--- config.mk ---
export PLATFORM = sky130hd
export DESIGN_NAME = led_fade_scheduler
export DESIGN_NICKNAME = d
export VERILOG_FILES = /design/src/rtl/led_fade_scheduler.sv
export SDC_FILE = /design/constraint.sdc
export NUM_CORES = 1
export LEC_CHECK = 0
export CAP_MARGIN = 20
export CORE_ASPECT_RATIO = 0.7
export CORE_UTILIZATION = 45
export CTS_CLUSTER_DIAMETER = 30
export DETAILED_ROUTE_END_ITERATION = 8
export DONT_BUFFER_PORTS = 1
export GPL_TIMING_DRIVEN = 0
export PLACE_DENSITY_LB_ADDON = 0.25
export SLEW_MARGIN = 20
export SYNTH_ARGS = -nofsm -noshare
export SYNTH_HDL_FRONTEND = slang
export SYNTH_SLANG_ARGS = --single-unit
--- constraint.sdc ---
create_clock -name CLK100MHZ -period 4.5 [get_ports CLK100MHZ]
set_input_delay 0.9 -clock CLK100MHZ [delete_from_list [all_inputs] [get_ports CLK100MHZ]]
set_output_delay 0.9 -clock CLK100MHZ [all_outputs]
set_load 0.03 [all_outputs]
--- src/rtl/led_fade_scheduler.sv ---
// LED fade scheduler: ramps intensity to zero, swaps color, then ramps up to the target level.
// Optional macro LED_FADE_QUEUE_EN adds a one-deep pending request buffer.
module led_fade_scheduler #(
  parameter int unsigned STEP_DIV_W = 16
) (
  input  logic                  CLK100MHZ,
  input  logic                  CPU_RESETN,
  input  logic                  start,
  input  logic [5:0]            color_in,
  input  logic [7:0]            level_in,
  input  logic [STEP_DIV_W-1:0] step_div,
  output logic [5:0]            color_out,
  output logic [7:0]            intensity,
  output logic                  busy,
  output logic                  done
);

  localparam int unsigned COLOR_W = 6;
  localparam int unsigned LEVEL_W = 8;

  typedef enum logic [1:0] {
    IDLE     = 2'd0,
    FADE_OUT = 2'd1,
    LOAD     = 2'd2,
    FADE_IN  = 2'd3
  } state_t;

  state_t                state_q, state_d;
  logic [STEP_DIV_W-1:0] cnt_q, cnt_d;
  logic [COLOR_W-1:0]    tgt_color_q, tgt_color_d;
  logic [LEVEL_W-1:0]    tgt_level_q, tgt_level_d;
  logic [COLOR_W-1:0]    color_d;
  logic [LEVEL_W-1:0]    intensity_d;
  logic                  busy_d;
  logic                  done_d;
  logic                  tick_c;

`ifdef LED_FADE_QUEUE_EN
  logic                  pend_valid_q, pend_valid_d;
  logic [COLOR_W-1:0]    pend_color_q, pend_color_d;
  logic [LEVEL_W-1:0]    pend_level_q, pend_level_d;
`endif

  // Step strobe; >= keeps a freshly lowered step_div from stalling the ramp.
  assign tick_c = (state_q != IDLE) && (cnt_q >= step_div);

  // Next-state, datapath and output decode.
  always_comb begin
    state_d     = state_q;
    tgt_color_d = tgt_color_q;
    tgt_level_d = tgt_level_q;
    color_d     = color_out;
    intensity_d = intensity;
    done_d      = 1'b0;
`ifdef LED_FADE_QUEUE_EN
    pend_valid_d = pend_valid_q;
    pend_color_d = pend_color_q;
    pend_level_d = pend_level_q;
`endif

    if (state_q == IDLE || tick_c) begin
      cnt_d = '0;
    end else begin
      cnt_d = STEP_DIV_W'(cnt_q + 1'b1);
    end

    case (state_q)
      IDLE: begin
`ifdef LED_FADE_QUEUE_EN
        if (pend_valid_q) begin
          tgt_color_d  = pend_color_q;
          tgt_level_d  = pend_level_q;
          pend_valid_d = 1'b0;
          state_d      = FADE_OUT;
        end else if (start && !done_q_int()) begin
          tgt_color_d = color_in;
          tgt_level_d = level_in;
          state_d     = FADE_OUT;
        end
        // A start in the done cycle (or behind a launching request) is queued.
        if (start && (done || pend_valid_q)) begin
          pend_valid_d = 1'b1;
          pend_color_d = color_in;
          pend_level_d = level_in;
        end
`else
        if (start) begin
          tgt_color_d = color_in;
          tgt_level_d = level_in;
          state_d     = FADE_OUT;
        end
`endif
      end
      FADE_OUT: begin
        if (tick_c) begin
          if (intensity != '0) begin
            intensity_d = LEVEL_W'(intensity - 1'b1);
          end else begin
            state_d = LOAD;
          end
        end
      end
      LOAD: begin
        color_d = tgt_color_q;
        cnt_d   = '0;
        state_d = FADE_IN;
      end
      FADE_IN: begin
        if (tick_c) begin
          if (intensity < tgt_level_q) begin
            intensity_d = LEVEL_W'(intensity + 1'b1);
          end else begin
            state_d = IDLE;
            done_d  = 1'b1;
          end
        end
      end
      default: state_d = IDLE;
    endcase

`ifdef LED_FADE_QUEUE_EN
    if (state_q != IDLE && start) begin
      pend_valid_d = 1'b1;
      pend_color_d = color_in;
      pend_level_d = level_in;
    end
`endif

    busy_d = (state_d != IDLE);
  end

`ifdef LED_FADE_QUEUE_EN
  function automatic logic done_q_int();
    return done;
  endfunction
`endif

  // State and output registers.
  always_ff @(posedge CLK100MHZ or negedge CPU_RESETN) begin
    if (!CPU_RESETN) begin
      state_q     <= IDLE;
      cnt_q       <= '0;
      tgt_color_q <= '0;
      tgt_level_q <= '0;
      color_out   <= '0;
      intensity   <= '0;
      busy        <= 1'b0;
      done        <= 1'b0;
    end else begin
      state_q     <= state_d;
      cnt_q       <= cnt_d;
      tgt_color_q <= tgt_color_d;
      tgt_level_q <= tgt_level_d;
      color_out   <= color_d;
      intensity   <= intensity_d;
      busy        <= busy_d;
      done        <= done_d;
    end
  end

`ifdef LED_FADE_QUEUE_EN
  // One-deep pending request; a later start overwrites earlier data.
  always_ff @(posedge CLK100MHZ or negedge CPU_RESETN) begin
    if (!CPU_RESETN) begin
      pend_valid_q <= 1'b0;
      pend_color_q <= '0;
      pend_level_q <= '0;
    end else begin
      pend_valid_q <= pend_valid_d;
      pend_color_q <= pend_color_d;
      pend_level_q <= pend_level_d;
    end
  end
`endif

endmodule

After elaboration in Yosys (flattened, before gate mapping)
Index checks and enable logic that the tools add are counted. Widths: inputs -> output; s select.

Word-level logic and storage cells: 45. Output and inout port bits: 16. Register bits after elaboration: 48. Input port bits: 33.

Reduce and logical (&&, ||, !) cells: 9. Mux-type cells: 16. $lt $le $gt $ge: 2. Add/subtract/negate cells: 3. Eq/ne operators: 7.

Operator list (number): $mux 16 (2); $mux 8 (4); $add 16x1->16 const B (1); $ge 16x16->1 (1); $pmux 8 s2 (1); $mux 2 (5); $add 8x1->8 const B (1); $lt 8x8->1 (1); $ne 2x2->1 const B (4); $pmux 2 s4 (1); $reduce_bool 8->1 (1); $sub 8x1->8 const B (1); $reduce_bool 2->1 (3); $reduce_and 5->1 (1); $eq 2x2->1 const B (2); $mux 1 (3); $eq 2x1->1 const B (1); $logic_not 2->1 (1); $reduce_and 2->1 (1); $logic_and 1x1->1 (1); $logic_or 1x1->1 (1).

Depth between registers and ports, before layout
Word-level depth: 5. Gate-level depth with buffers: 10. Mapped depth without buffers: 8.

Least setup slack after synthesis
Ideal clock, no wire load.

Path type: input -> register. From: in step_div[4]. To: reg cnt_q[9]. Arrival time: 2.468 ns. Setup time: 0.069 ns. Cell stages on the path: 10. Setup slack: 1.963 ns. Buffers on the path: 2. Data required time: 4.431 ns. Cells stage by stage: inv_1 ha_1 a211oi_2 nand3_1 a31oi_2 nor2b_1 or3_1 buf_6 buf_12 nor2_4.

Cells in the longest elaborated chain, start to end: 5.

RTL lines: start, declared (RTL line 11) `input logic [STEP_DIV_W-1:0] step_div,`; $ge 16x16->1 (RTL line 45) `assign tick_c = (state_q != IDLE) && (cnt_q >= step_div);`; $logic_and 1x1->1 (RTL line 45); $logic_or 1x1->1 (RTL line 61) `if (state_q == IDLE || tick_c) begin`; $mux 16 (RTL line 61); $mux 16 (RTL line 67) `case (state_q)`; net cnt_d[9] (RTL line 29) `logic [STEP_DIV_W-1:0] cnt_q, cnt_d;`; end signal, assigned (RTL line 151) `cnt_q <= cnt_d;`; end, declared (RTL line 29).

The timed path passes the listed nets, and every way through them passes these cells. A chain may end at the register's enable or synchronous reset.

Worst setup path in the final report
From: reg state_q[1]. To: reg intensity[6].

Cells in the longest elaborated chain, start to end: 4. Elaborated cells between the ends (all ways): 11. Those cells by class: 6 x eq/ne; 1 x mux; 4 x reduce/logical.

RTL lines: start, declared (RTL line 28) `state_t state_q, state_d;`; start signal, assigned (RTL line 150) `state_q <= state_d;`; $reduce_bool 2->1 (RTL line 45); $logic_and 1x1->1 (RTL line 45); $ne 2x2->1 (no source line); $reduce_and 5->1 (no source line); end signal, assigned (RTL line 155) `intensity <= intensity_d;`; end, declared (RTL line 13) `output logic [7:0] intensity,`.

Several ways; a longest one is shown, not always the timed one.

==> impl_metrics.ini <==
[clock_tree]
cts.sinks = 48
cts_resized = 0
cts_tree = built
post-cts-setup-buffers = 0
clock_latency_ps = 300
clock_path_buffers = 2
cts.clk_slew.worst_paths_ps = 90
numCtsBuffers = 5
ctsHoldBuffers = 0
cts-htree-levels = 2
clockRootBuffer = clkbuf_8

[synth]
yosysWarnings = 0
synth_edf_count = 0
ys.flop_type = dfrtp_1
yosys.area.top_type = dfrtp_1
synth_common_cells = dfrtp_1, ha_1, inv_1
synth_top_family_by_area = simple AND/OR/NAND/NOR gates
synth_fp_nets = 336
synth_cells = 272
synth-seq-area-share_pct = 41.18
avgSynthCellArea_um2 = 10.72
yosysUniqueCellTypes = 45
synth-seq-cells = 48
synth_most_common_cell = dfrtp_1
synthSimpleGateAreaFrac_pct = 15.14
synthMuxAreaShare_pct = 8.108
netlist.area_leader.share_pct = 41.18
ys_async_sr_fraction_pct = 100.0
synth_fa_ha_area_share_pct = 13.56
synth-xor-area-share_pct = 6.607
syn_area_mm2 = 0.002917
synth.top_cells.by_area = dfrtp_1, ha_1, mux2_2
synth_compound_area_share_pct = 10.17

[routing]
drt-pass1-iter-count = 9
viasPerCell = 5.254
drt-initial-drc-count = 79
drc = 3
drt-wirelength-per-cell_um = 14.73
ant_nets = 0
num_vias = 1881
drt_wl_total_mm = 5.275

[worst_setup_path]
worstPathCellList = clkbuf_1 > nand2_1 > fa_1 > a21o_1 > a21oi_1 > o21bai_1 > a21oi_1 > xnor2_1 > mux2_4
crit_required_ps = 4680
max_stage_delay_ps = 490
cp_num_buf_inv = 1
cp-start-kind = flop
r2r_slack_ps = 1940
r2r_start = state_q[1]$_DFF_PN0_
slowest_stage = fa_1
ff2ff_path_depth = 9
crit_path_max_fanout = 9
r2r-end = intensity[6]$_DFFE_PN0P_
arrival_ps = 2750
crit_top_cell = a21oi_1
worst_setup_path_end_kind = flop
crit_family = compound AO/OA/AOI/OAI gates
crit_type = reg -> reg

[status]
violations = design-rule violations
run_status = finished, violations left

[final_layout]
post-route-cell-area_mm2 = 0.003136
antenna_cells = 0
fin_util_pct = 50.20
nets = 343
area_growth_syn_to_layout_pct = 7.508
drive_above_1_share_pct = 17.14

[global_route]
grt_util_met2_pct = 25.27
antenna_found_initial = 0
gr-total-overflow = 0
grt_use_met1_pct = 24.72
grt_use_met3_pct = 4.133
grt_first_pass_wirelength_mm = 9.190
grt_pass1_vias = 1885
grt_max_degree = 49
busiest_layer = met2
groute.usage.overall_pct = 16.91

[placement]
place_ws_ps = 1760
place_hpwl_mm = 4.060
gp_congestion = 0.7535
placed_cell_area_mm2 = 0.003014
io_buffers = 0

[power_and_ir_drop]
powerDensity_mw_per_mm2 = 352.4
worst_ir_drop_vdd_mv = 0.1306
leakage_nw = 1.523
power_w = 0.001105

[floorplan]
dieArea_mm2 = 0.006812
top_level_ports = 49
die_w_um = 98.23
core-area_mm2 = 0.006246
die_h_um = 69.36
initial_utilization_pct = 46.69
rows = 24

[timing]
hold_viol_final = 0
tns_ps = 0
finalMaxSlewViolations = 0
maxSlewHeadroom_pct = 64.99
clock.fmax_ghz = 0.3902
min_period_ps = 2563
tightest_slew_ps = 519.6
layout_setup_ws_ps = 1937
fin_worst_skew_ps = 11.90
rsz0062_at_grt = no
setup_violations = 0
timing.final.crit_share_pct = 56.96

[hold_path]
min_path_type = in -> async

[job]
cap_viol_max_count = 0
stage by stage:
step           hold slack [ps]  instances
2_1_floorplan            453.7        272
3_3_place_gp             474.0        350
3_5_place_dp             483.3        350
4_1_cts                  273.0        358
5_1_grt                  261.2        358
6_report                 279.2        358
cells by family (layout without fill, tap and decap cells):
logic type / after synthesis / after routing
simple gates: 79 / 79
flops: 48 / 48
compound gates: 39 / 39
buf+inv: 34 / 42
fa+ha+maj: 31 / 31
xor+xnor: 22 / 22
mux: 19 / 19
placed cells by master, fill, tap and decap left out, types with 2 or more instances in the layout:
cell      synthesis  layout
nand4_1           8       8
mux2_2           13      13
o21a_1            2       2
o21ai_0          11      11
xnor2_1           9       9
a31oi_2           2       2
nor3_1            2       2
inv_1            29      29
mux2_4            6       6
nand2_1          22      22
ha_1             30      30
nor2_2            2       2
nand3_1          11      11
nor2_4            8       8
nor2b_1           3       3
nor2_1           13      13
dfrtp_1          48      48
a21oi_1          12      12
nor4_1            2       2
clkbuf_8          0       6
clkbuf_1          2       2
xor2_1           13      13
worst register-to-register path, cell delays in order, from the launching register on:
cell	delay, ps
dfrtp_1	320
clkbuf_1	280
nand2_1	320
fa_1	490
a21o_1	200
a21oi_1	210
o21bai_1	110
a21oi_1	190
xnor2_1	80
mux2_4	260
power breakdown:
part / switching [W] / leakage (nW) / internal [W] / total (W)
Combinational: 0.000131 / 0.845 / 0.000105 / 0.000235
Sequential: 0.0000603 / 0.616 / 0.000483 / 0.000544
Clock: 0.000144 / 0.0614 / 0.000182 / 0.000326
Total: 0.000335 / 1.52 / 0.000770 / 0.00111
flip-flops by register name (all words and copies together) (netlist names):
signal and flops:
intensity 8, done 1, state_q 2, busy 1, tgt_color_q 6, color_out 6, cnt_q 16, tgt_level_q 8
worst max-delay path by stage:
stage	end	slack [ps]	from	cells past startpoint
after floorplan	cnt_q[9]$_DFF_PN0_	1960	step_div[4]	10
after global placement	intensity[4]$_DFFE_PN0P_	1760	step_div[11]	8
after detailed placement	intensity[1]$_DFFE_PN0P_	1760	step_div[15]	8
after CTS	intensity[6]$_DFFE_PN0P_	1920	state_q[1]$_DFF_PN0_	9
after global routing	intensity[7]$_DFFE_PN0P_	1700	state_q[1]$_DFF_PN0_	9
final	intensity[6]$_DFFE_PN0P_	1940	state_q[1]$_DFF_PN0_	9
metal layers:
layer  wire (um)  part of all wire, %  vias up
met5           0                    0        -
met4          35                 0.66        0
met3         236                  4.5        4
met2        2290                   43       39
met1        2713                   51      888
li1            -                    -      950
final cells by class:
cell class | count | area [um2]
buffer | 5 | 43.79
sequential | 48 | 1201
multi-input combinational | 190 | 1563
tap | 78 | 97.59
inverter | 29 | 108.9
fill | 575 | 3110
clock inverter | 2 | 38.79
clock buffer | 6 | 82.58
(Power assumes the default switching activity.)
